File: src/rtl/alu_issue_stage_if.sv
// alu_issue_stage_if: request, ALU and writeback signals of the ALU issue stage
// Ports: flush, in_* request handshake, alu_* ALU drive/return, out_* writeback handshake.
// master = environment side, slave = issue stage side.
interface alu_issue_stage_if #(
  parameter int TAG_W = 5,
  parameter int DATA_W = 64
);
  logic flush;
  logic in_valid;
  logic in_ready;
  logic [1:0] in_op;
  logic [TAG_W-1:0] in_rs1_tag;
  logic [TAG_W-1:0] in_rs2_tag;
  logic [DATA_W-1:0] in_rs1_val;
  logic [DATA_W-1:0] in_rs2_val;
  logic [TAG_W-1:0] in_rd_tag;
  logic [1:0] alu_op;
  logic [DATA_W-1:0] alu_arg1;
  logic [DATA_W-1:0] alu_arg2;
  logic [DATA_W-1:0] alu_result;
  logic out_valid;
  logic out_ready;
  logic [DATA_W-1:0] out_result;
  logic [TAG_W-1:0] out_rd_tag;
  modport master (
    output flush, in_valid, in_op, in_rs1_tag, in_rs2_tag, in_rs1_val, in_rs2_val, in_rd_tag,
    output alu_result, out_ready,
    input in_ready, alu_op, alu_arg1, alu_arg2, out_valid, out_result, out_rd_tag
  );
  modport slave (
    input flush, in_valid, in_op, in_rs1_tag, in_rs2_tag, in_rs1_val, in_rs2_val, in_rd_tag,
    input alu_result, out_ready,
    output in_ready, alu_op, alu_arg1, alu_arg2, out_valid, out_result, out_rd_tag
  );
endinterface

File: src/rtl/alu_issue_stage.sv
// alu_issue_stage: operand/issue stage A and result stage B in front of a 64-bit ALU
// Ports: clk, rst_n (async, active low), io (alu_issue_stage_if.slave) carrying
// flush, the in_* request handshake, the alu_* ALU interface and the out_* writeback handshake.
// ALU_ISSUE_FWD_EN: defined = bypass from A/B into the operands; undefined = interlock on A/B hazards.
module alu_issue_stage #(
  parameter int TAG_W = 5,
  parameter int DATA_W = 64
) (
  input logic clk,
  input logic rst_n,
  alu_issue_stage_if.slave io
);
  logic a_valid, b_valid, adv_a, adv_b, acc;
  logic [TAG_W-1:0] a_rd, b_rd;
  logic [1:0] op_q;
  logic [DATA_W-1:0] arg1_q, arg2_q, res_q, src1, src2;
  assign adv_b = !b_valid || io.out_ready;
  assign adv_a = !a_valid || adv_b;
`ifdef ALU_ISSUE_FWD_EN
  // A holds the younger producer, so it wins over B
  assign src1 = io.in_rs1_tag == '0 ? '0 :
                a_valid && io.in_rs1_tag == a_rd ? io.alu_result :
                b_valid && io.in_rs1_tag == b_rd ? res_q : io.in_rs1_val;
  assign src2 = io.in_rs2_tag == '0 ? '0 :
                a_valid && io.in_rs2_tag == a_rd ? io.alu_result :
                b_valid && io.in_rs2_tag == b_rd ? res_q : io.in_rs2_val;
  assign io.in_ready = adv_a;
`else
  logic haz1, haz2;
  // hold a consumer until its producer has committed out of B
  assign haz1 = io.in_rs1_tag != '0 &&
                ((a_valid && io.in_rs1_tag == a_rd) || (b_valid && io.in_rs1_tag == b_rd));
  assign haz2 = io.in_rs2_tag != '0 &&
                ((a_valid && io.in_rs2_tag == a_rd) || (b_valid && io.in_rs2_tag == b_rd));
  assign src1 = io.in_rs1_tag == '0 ? '0 : io.in_rs1_val;
  assign src2 = io.in_rs2_tag == '0 ? '0 : io.in_rs2_val;
  assign io.in_ready = adv_a && !haz1 && !haz2;
`endif
  assign acc = io.in_valid && io.in_ready;
  always_ff @(posedge clk or negedge rst_n) begin
    if (!rst_n) begin
      a_valid <= 1'b0;
      b_valid <= 1'b0;
      a_rd <= '0;
      b_rd <= '0;
      op_q <= '0;
      arg1_q <= '0;
      arg2_q <= '0;
      res_q <= '0;
    end else if (io.flush) begin
      a_valid <= 1'b0;
      b_valid <= 1'b0;
    end else begin
      if (adv_a) begin
        a_valid <= acc;
        if (acc) begin
          op_q <= io.in_op;
          arg1_q <= src1;
          arg2_q <= src2;
          a_rd <= io.in_rd_tag;
        end
      end
      if (adv_b) begin
        b_valid <= a_valid;
        if (a_valid) begin
          res_q <= io.alu_result;
          b_rd <= a_rd;
        end
      end
    end
  end
  assign io.alu_op = op_q;
  assign io.alu_arg1 = arg1_q;
  assign io.alu_arg2 = arg2_q;
  assign io.out_valid = b_valid;
  assign io.out_result = res_q;
  assign io.out_rd_tag = b_rd;
endmodule

File: src/flat_wrapper.sv
// flat-port wrapper written by rule: the top's interface ports become plain ports
module alu_issue_stage_flat 
#(
  parameter int TAG_W = 5,
  parameter int DATA_W = 64
)
  (clk, rst_n, io_flush, io_in_valid, io_in_op, io_in_rs1_tag, io_in_rs2_tag, io_in_rs1_val, io_in_rs2_val, io_in_rd_tag, io_alu_result, io_out_ready, io_in_ready, io_alu_op, io_alu_arg1, io_alu_arg2, io_out_valid, io_out_result, io_out_rd_tag);
  alu_issue_stage_if #(.TAG_W(TAG_W), .DATA_W(DATA_W)) io_i ();
  input logic clk;
  input logic rst_n;
  input wire logic [$bits(io_i.flush)-1:0] io_flush;
  input wire logic [$bits(io_i.in_valid)-1:0] io_in_valid;
  input wire logic [$bits(io_i.in_op)-1:0] io_in_op;
  input wire logic [$bits(io_i.in_rs1_tag)-1:0] io_in_rs1_tag;
  input wire logic [$bits(io_i.in_rs2_tag)-1:0] io_in_rs2_tag;
  input wire logic [$bits(io_i.in_rs1_val)-1:0] io_in_rs1_val;
  input wire logic [$bits(io_i.in_rs2_val)-1:0] io_in_rs2_val;
  input wire logic [$bits(io_i.in_rd_tag)-1:0] io_in_rd_tag;
  input wire logic [$bits(io_i.alu_result)-1:0] io_alu_result;
  input wire logic [$bits(io_i.out_ready)-1:0] io_out_ready;
  output wire logic [$bits(io_i.in_ready)-1:0] io_in_ready;
  output wire logic [$bits(io_i.alu_op)-1:0] io_alu_op;
  output wire logic [$bits(io_i.alu_arg1)-1:0] io_alu_arg1;
  output wire logic [$bits(io_i.alu_arg2)-1:0] io_alu_arg2;
  output wire logic [$bits(io_i.out_valid)-1:0] io_out_valid;
  output wire logic [$bits(io_i.out_result)-1:0] io_out_result;
  output wire logic [$bits(io_i.out_rd_tag)-1:0] io_out_rd_tag;
  assign io_i.flush = io_flush;
  assign io_i.in_valid = io_in_valid;
  assign io_i.in_op = io_in_op;
  assign io_i.in_rs1_tag = io_in_rs1_tag;
  assign io_i.in_rs2_tag = io_in_rs2_tag;
  assign io_i.in_rs1_val = io_in_rs1_val;
  assign io_i.in_rs2_val = io_in_rs2_val;
  assign io_i.in_rd_tag = io_in_rd_tag;
  assign io_i.alu_result = io_alu_result;
  assign io_i.out_ready = io_out_ready;
  assign io_in_ready = io_i.in_ready;
  assign io_alu_op = io_i.alu_op;
  assign io_alu_arg1 = io_i.alu_arg1;
  assign io_alu_arg2 = io_i.alu_arg2;
  assign io_out_valid = io_i.out_valid;
  assign io_out_result = io_i.out_result;
  assign io_out_rd_tag = io_i.out_rd_tag;
  alu_issue_stage #(.TAG_W(TAG_W), .DATA_W(DATA_W)) u_core (.clk(clk), .rst_n(rst_n), .io(io_i));
endmodule
File: config.mk
export PLATFORM = sky130hd
export DESIGN_NAME = alu_issue_stage_flat
export DESIGN_NICKNAME = d
export VERILOG_FILES = /design/src/rtl/alu_issue_stage_if.sv /design/src/rtl/alu_issue_stage.sv /design/src/flat_wrapper.sv
export SDC_FILE = /design/constraint.sdc
export NUM_CORES = 1
export LEC_CHECK = 0
export BUFFER_PORTS_ARGS = -buffer_cell sky130_fd_sc_hd__buf_2
export CORE_AREA = 2 2 162 164
export DETAILED_ROUTE_END_ITERATION = 8
export DIE_AREA = 0 0 164 166
export GPL_TIMING_DRIVEN = 0
export SYNTH_ARGS = -nofsm -noshare
export SYNTH_HDL_FRONTEND = slang
export SYNTH_SLANG_ARGS = --single-unit
export TNS_END_PERCENT = 10
File: constraint.sdc
create_clock -name clk -period 4.9 [get_ports clk]
set_input_delay 0.98 -clock clk [delete_from_list [all_inputs] [get_ports clk]]
set_output_delay 0.98 -clock clk [all_outputs]
set_load 0.1 [all_outputs]
== Word-level counts from Yosys, hierarchy flattened ==
Index checks and enable logic that the tools add are counted.

* Register bits after elaboration: 206
* Input bits: 214
* Output and inout port bits: 201
* Logic and storage cells: 44

* Equality and inequality tests: 4
* Muxes and demuxes: 6
* Bitwise gates (word level): 1
* Reduce and logical (&&, ||, !) cells: 25

{| class="wikitable"
|+ Operators by type and width
! kind !! number
|-
| $mux 64 || 2
|-
| $eq 5x5->1 || 4
|-
| $logic_not 5->1 || 2
|-
| $reduce_bool 5->1 || 2
|-
| $logic_and 1x1->1 || 9
|-
| $reduce_and 3->1 || 2
|-
| $logic_not 1->1 || 4
|-
| $logic_or 1x1->1 || 4
|-
| $mux 1 || 4
|-
| $reduce_bool 2->1 || 2
|-
| $not 1->1 || 1
|}

== Longest topological paths before layout ==
* Depth in word-level cells: 10
* Depth in mapped cells: 9
* Depth with buffers taken out: 6

== Worst setup path before layout ==
No wires, ideal clock.

* Path kind: input to output
* Start point: in io_in_rs1_tag[4]
* End point: out io_in_ready
* Arrival: 2868 ps
* Required time: 3920 ps
* Slack: 1052 ps
* Stages: 6
* Path buffers: 0
* Cell sequence: xnor2_1 nand4_1 o22ai_1 nand2_1 nand2_1 a21oi_1

* Cells in the longest elaborated chain, start to end: 7
* Elaborated cells between the ends (all ways): 10
* Classes of those cells: eq/ne: 2; reduce/logical: 8

{| class="wikitable"
|+ Ends and longest elaborated chain
! element !! RTL line !! RTL
|-
| start, declared || flat_wrapper.sv:14 || <nowiki>input wire logic [$bits(io_i.in_rs1_tag)-1:0] io_in_rs1_tag;</nowiki>
|-
| $eq 5x5->1 || alu_issue_stage.sv:32 || <nowiki>((a_valid && io.in_rs1_tag == a_rd) || (b_valid && io.in_rs1_tag == b_rd));</nowiki>
|-
| $logic_and 1x1->1 || alu_issue_stage.sv:32 ||
|-
| $logic_or 1x1->1 || alu_issue_stage.sv:32 ||
|-
| $logic_and 1x1->1 * || alu_issue_stage.sv:31 || <nowiki>assign haz1 = io.in_rs1_tag != '0 &&</nowiki>
|-
| $logic_not 1->1 * || alu_issue_stage.sv:37 || <nowiki>assign io.in_ready = adv_a && !haz1 && !haz2;</nowiki>
|-
| $logic_and 1x1->1 * (2 in series) || alu_issue_stage.sv:37 ||
|-
| end, declared || flat_wrapper.sv:21 || <nowiki>output wire logic [$bits(io_i.in_ready)-1:0] io_in_ready;</nowiki>
|}

Every way passes the cells marked *; elsewhere a longest branch is shown, timed or not.

== Worst setup path in the final report ==
* Start point: in io_in_rs2_tag[4]
* End point: out io_in_ready

* Cells in the longest elaborated chain, start to end: 6
* Elaborated cells between the ends (all ways): 9
* Classes of those cells: eq/ne: 2; reduce/logical: 7

{| class="wikitable"
|+ Ends and longest elaborated chain
! element !! RTL line !! RTL
|-
| start, declared || flat_wrapper.sv:15 || <nowiki>input wire logic [$bits(io_i.in_rs2_tag)-1:0] io_in_rs2_tag;</nowiki>
|-
| $eq 5x5->1 || alu_issue_stage.sv:34 || <nowiki>((a_valid && io.in_rs2_tag == a_rd) || (b_valid && io.in_rs2_tag == b_rd));</nowiki>
|-
| $logic_and 1x1->1 || alu_issue_stage.sv:34 ||
|-
| $logic_or 1x1->1 || alu_issue_stage.sv:34 ||
|-
| $logic_and 1x1->1 * || alu_issue_stage.sv:33 || <nowiki>assign haz2 = io.in_rs2_tag != '0 &&</nowiki>
|-
| $logic_not 1->1 * || alu_issue_stage.sv:37 ||
|-
| $logic_and 1x1->1 * || alu_issue_stage.sv:37 ||
|}

Marked as above.

==> reports/results.txt <==
Via Count: 6710
Post-Syn Area: 8801 um2
CP Cell Sequence: buf_2 -> xnor2_1 -> nand4_1 -> o22ai_1 -> nand2_1 -> nand2_1 -> a21oi_1 -> buf_2
reg2reg end: u_core.io.out_result[19]
largest net degree at the start of global routing: 115
synthesized instance count: 751
post-synthesis cell type count: 20
CTS Root Cell: clkbuf_16
Clk Latency, worst-skew pair: 0.51 ns
GRT overflow: 0
Lkg Pwr: 7.185 nW
Remaining DRCs: 0
P_sw: 4.016 mW
final WL: 24.20 mm
R2R depth: 5
Worst Path Max Fanout: 3
Total GRT Usage: 17.40%
internal power: 3.734 mW
min Tclk post-route: 3.127 ns
Power Dens Cells: 640.0 nW/um2
CTS H-tree depth: 1
Crit Path Class: input port to primary output
Die Ht: 166 um
Inst Count DP: 1501
clk_skew: 0.01196 ns
worst slew pin tran: 0.7367 ns
CP startpoint kind: input port
initial DRC count: 299
die area: 27220 um2
Final Cycle Share: 63.82%
Final nets: 1406
main combinational cell family by area after synthesis: multiplexers
routability-driven placement congestion ratio: 0.7810
VDD IR max: 0.3551 mV
Final setup viols: 0
global-route wire length before repair: 37.71 mm
Slew Limit Fails: 0
post-synth net total: 965
flops & latches, synth: 206
Die W: 164 um
vias in the first global route: 6982
Compound-Gate Fraction of Synth Area: 0.2559%
Final Power: 7.750 mW
Cell Rows: 59
slowest stage cell on the critical path: buf_2
Initial DRT Pass Iterations: 4
RSZ-0062 raised after global routing: false
area grow syn2layout: 37.59%
CTS Buf Count: 24
Post-CTS Setup Bufs: 0
routed vias/inst: 4.351
I/O pin count: 415
worst reg2reg setup slack: 2.84 ns
XOR/XNOR share of the synthesized area: 1.990%
post-DP HPWL: 18.36 mm
clk slew on worst S/H paths: 0.06 ns
fin cells: 1542
Logic pwr share: 48.2%
Max transition margin: 50.89%
Arr. time, crit path: 2.15 ns
clock network power share: 22.7%
sequential share of power: 29.2%
Fin. Hold Viols: 0
Antenna Cells: 0
max incr delay on CP: 0.45 ns
Sw Ratio: 51.82%
port bufs: 414
Max Cap Violations: 0
mux cell area share after synthesis: 24.28%
fmax: 0.3198 GHz
initial antenna violation count: 1
synthesized area per cell: 11.72 um2
crit end category: primary output
sequential fraction of the synthesis area: 58.57%
commonest non-fill, non-tap cell in the layout: buf_2
layout cells sized above 1: 45.57%
Initial Utilization: 34.36%
CTS sink count: 206
synth warn: 0
Post-Synth Simple-Gate Area: 6.881%
Final Util: 47.27%
CTS tree: built
core outline area: 25620 um2
Req. time, crit path: 3.92 ns
Avg WL per Cell: 15.70 um
remaining antenna violation count: 0
cts hold-fix bufs: 0
launching point of the worst reg2reg path: u_core.io.out_valid
CTS resizes: 0
status: completed
Clock Tree Buf Depth: 3
Fin Hold WS: 0.4708 ns
post-synthesis adder-cell area fraction: 0%
most frequent cells in the layout: buf_2 (419), dfrtp_1 (206), nand2_1 (138)
worst hold-check path type: input port to asynchronous set/reset pin
-- flip-flops by register name, summed over array words and instances, names as in the netlist --
register and count:
u_core.io.alu_op 2, u_core.io.alu_arg1 64, u_core.io.out_result 64, u_core.io.alu_arg2 64, u_core.io.out_valid 1, u_core.io.out_rd_tag 5, u_core.a_rd 5, u_core.a_valid 1
-- worst max-delay path by stage --
| stage | from | end | cells after the start | slack (ns) |
|---|---|---|---|---|
| floorplan | io_in_rs1_tag[4] | io_in_ready | 6 | 1.05 |
| CTS | io_in_rs2_tag[4] | io_in_ready | 8 | 1.76 |
| global route | io_in_rs1_tag[4] | io_in_ready | 8 | 1.68 |
| finish | io_in_rs2_tag[4] | io_in_ready | 8 | 1.77 |
| detailed placement | io_in_rs2_tag[4] | io_in_ready | 8 | 1.76 |
| global placement | rst_n | u_core.io.alu_arg2[51] | 1 | -0.89 |
-- kinds of logic after synthesis --
group	Yosys count
AO/OA/AOI/OAI	4
buffers and inverters	164
XOR/XNOR	20
flip-flops	206
multiplexers	204
AND/OR/NAND/NOR	153
-- through the flow --
stage	worst slack (ns)	instance area, um2	TNS, ns
4_1_cts	1.760	12110	0
3_5_place_dp	1.760	11330	0
6_report	1.773	12110	0
3_3_place_gp	-0.8923	11290	-178.04
5_1_grt	1.678	12110	0
2_1_floorplan	1.052	8801	0
-- power by group through the flow --
stage	Combinational (mW)	Clock, mW	Sequential [mW]
finish	3.73	1.76	2.26
global route	3.86	1.89	2.31
CTS	3.76	1.82	2.26
detailed placement	3.76	0	2.29
global placement	3.73	0	2.28
floorplan	0.487	0	4.88
-- Yosys cell counts --
| cell type | instances | area, um2 |
|---|---|---|
| nor3b_2 | 1 | 12.51 |
| nor3_1 | 2 | 10.01 |
| buf_2 | 6 | 30.03 |
| inv_1 | 128 | 480.5 |
| o22ai_1 | 2 | 12.51 |
| a21oi_1 | 2 | 10.01 |
| xnor2_1 | 20 | 175.2 |
| clkbuf_1 | 14 | 52.55 |
| buf_4 | 10 | 75.07 |
| nand4_1 | 4 | 25.02 |
| nand3_1 | 1 | 5.000 |
| dfrtp_1 | 206 | 5155 |
| nand2b_1 | 1 | 6.260 |
| buf_6 | 6 | 67.56 |
| nand2_1 | 138 | 518.0 |
| nor2_1 | 4 | 15.01 |
| mux2i_1 | 128 | 1281 |
| mux2_2 | 76 | 855.8 |
| nor2b_1 | 1 | 6.260 |
| nand3b_1 | 1 | 7.510 |
-- critical path, delay by kind of cell --
family | cells | cell delay [ns]
XOR/XNOR | 1 | 0.14
buffers and inverters | 2 | 0.57
AO/OA/AOI/OAI | 2 | 0.18
AND/OR/NAND/NOR | 3 | 0.26
-- layer usage --
layer | GRT usage, % | part of all wire [%] | vias up
met3 | 5.345 | 9.3 | 42
met2 | 30.53 | 49 | 276
met1 | 20.48 | 40 | 3144
met4 | 4.767 | 2.3 | 0
li1 | - | - | 3248
met5 | 0 | 0 | -
-- area by class of cell --
cell class | instances | area, um2
flip-flops and latches | 206 | 5155
repair buffers | 415 | 2110
well taps | 335 | 419.2
multi-input cells | 381 | 2940
inverters | 128 | 480.5
plain buffers | 36 | 225.2
clock buffers | 36 | 726.9
clock inverters | 5 | 52.55
fillers | 2458 | 13510
No activity file was read; power rests on OpenSTA's default activity.
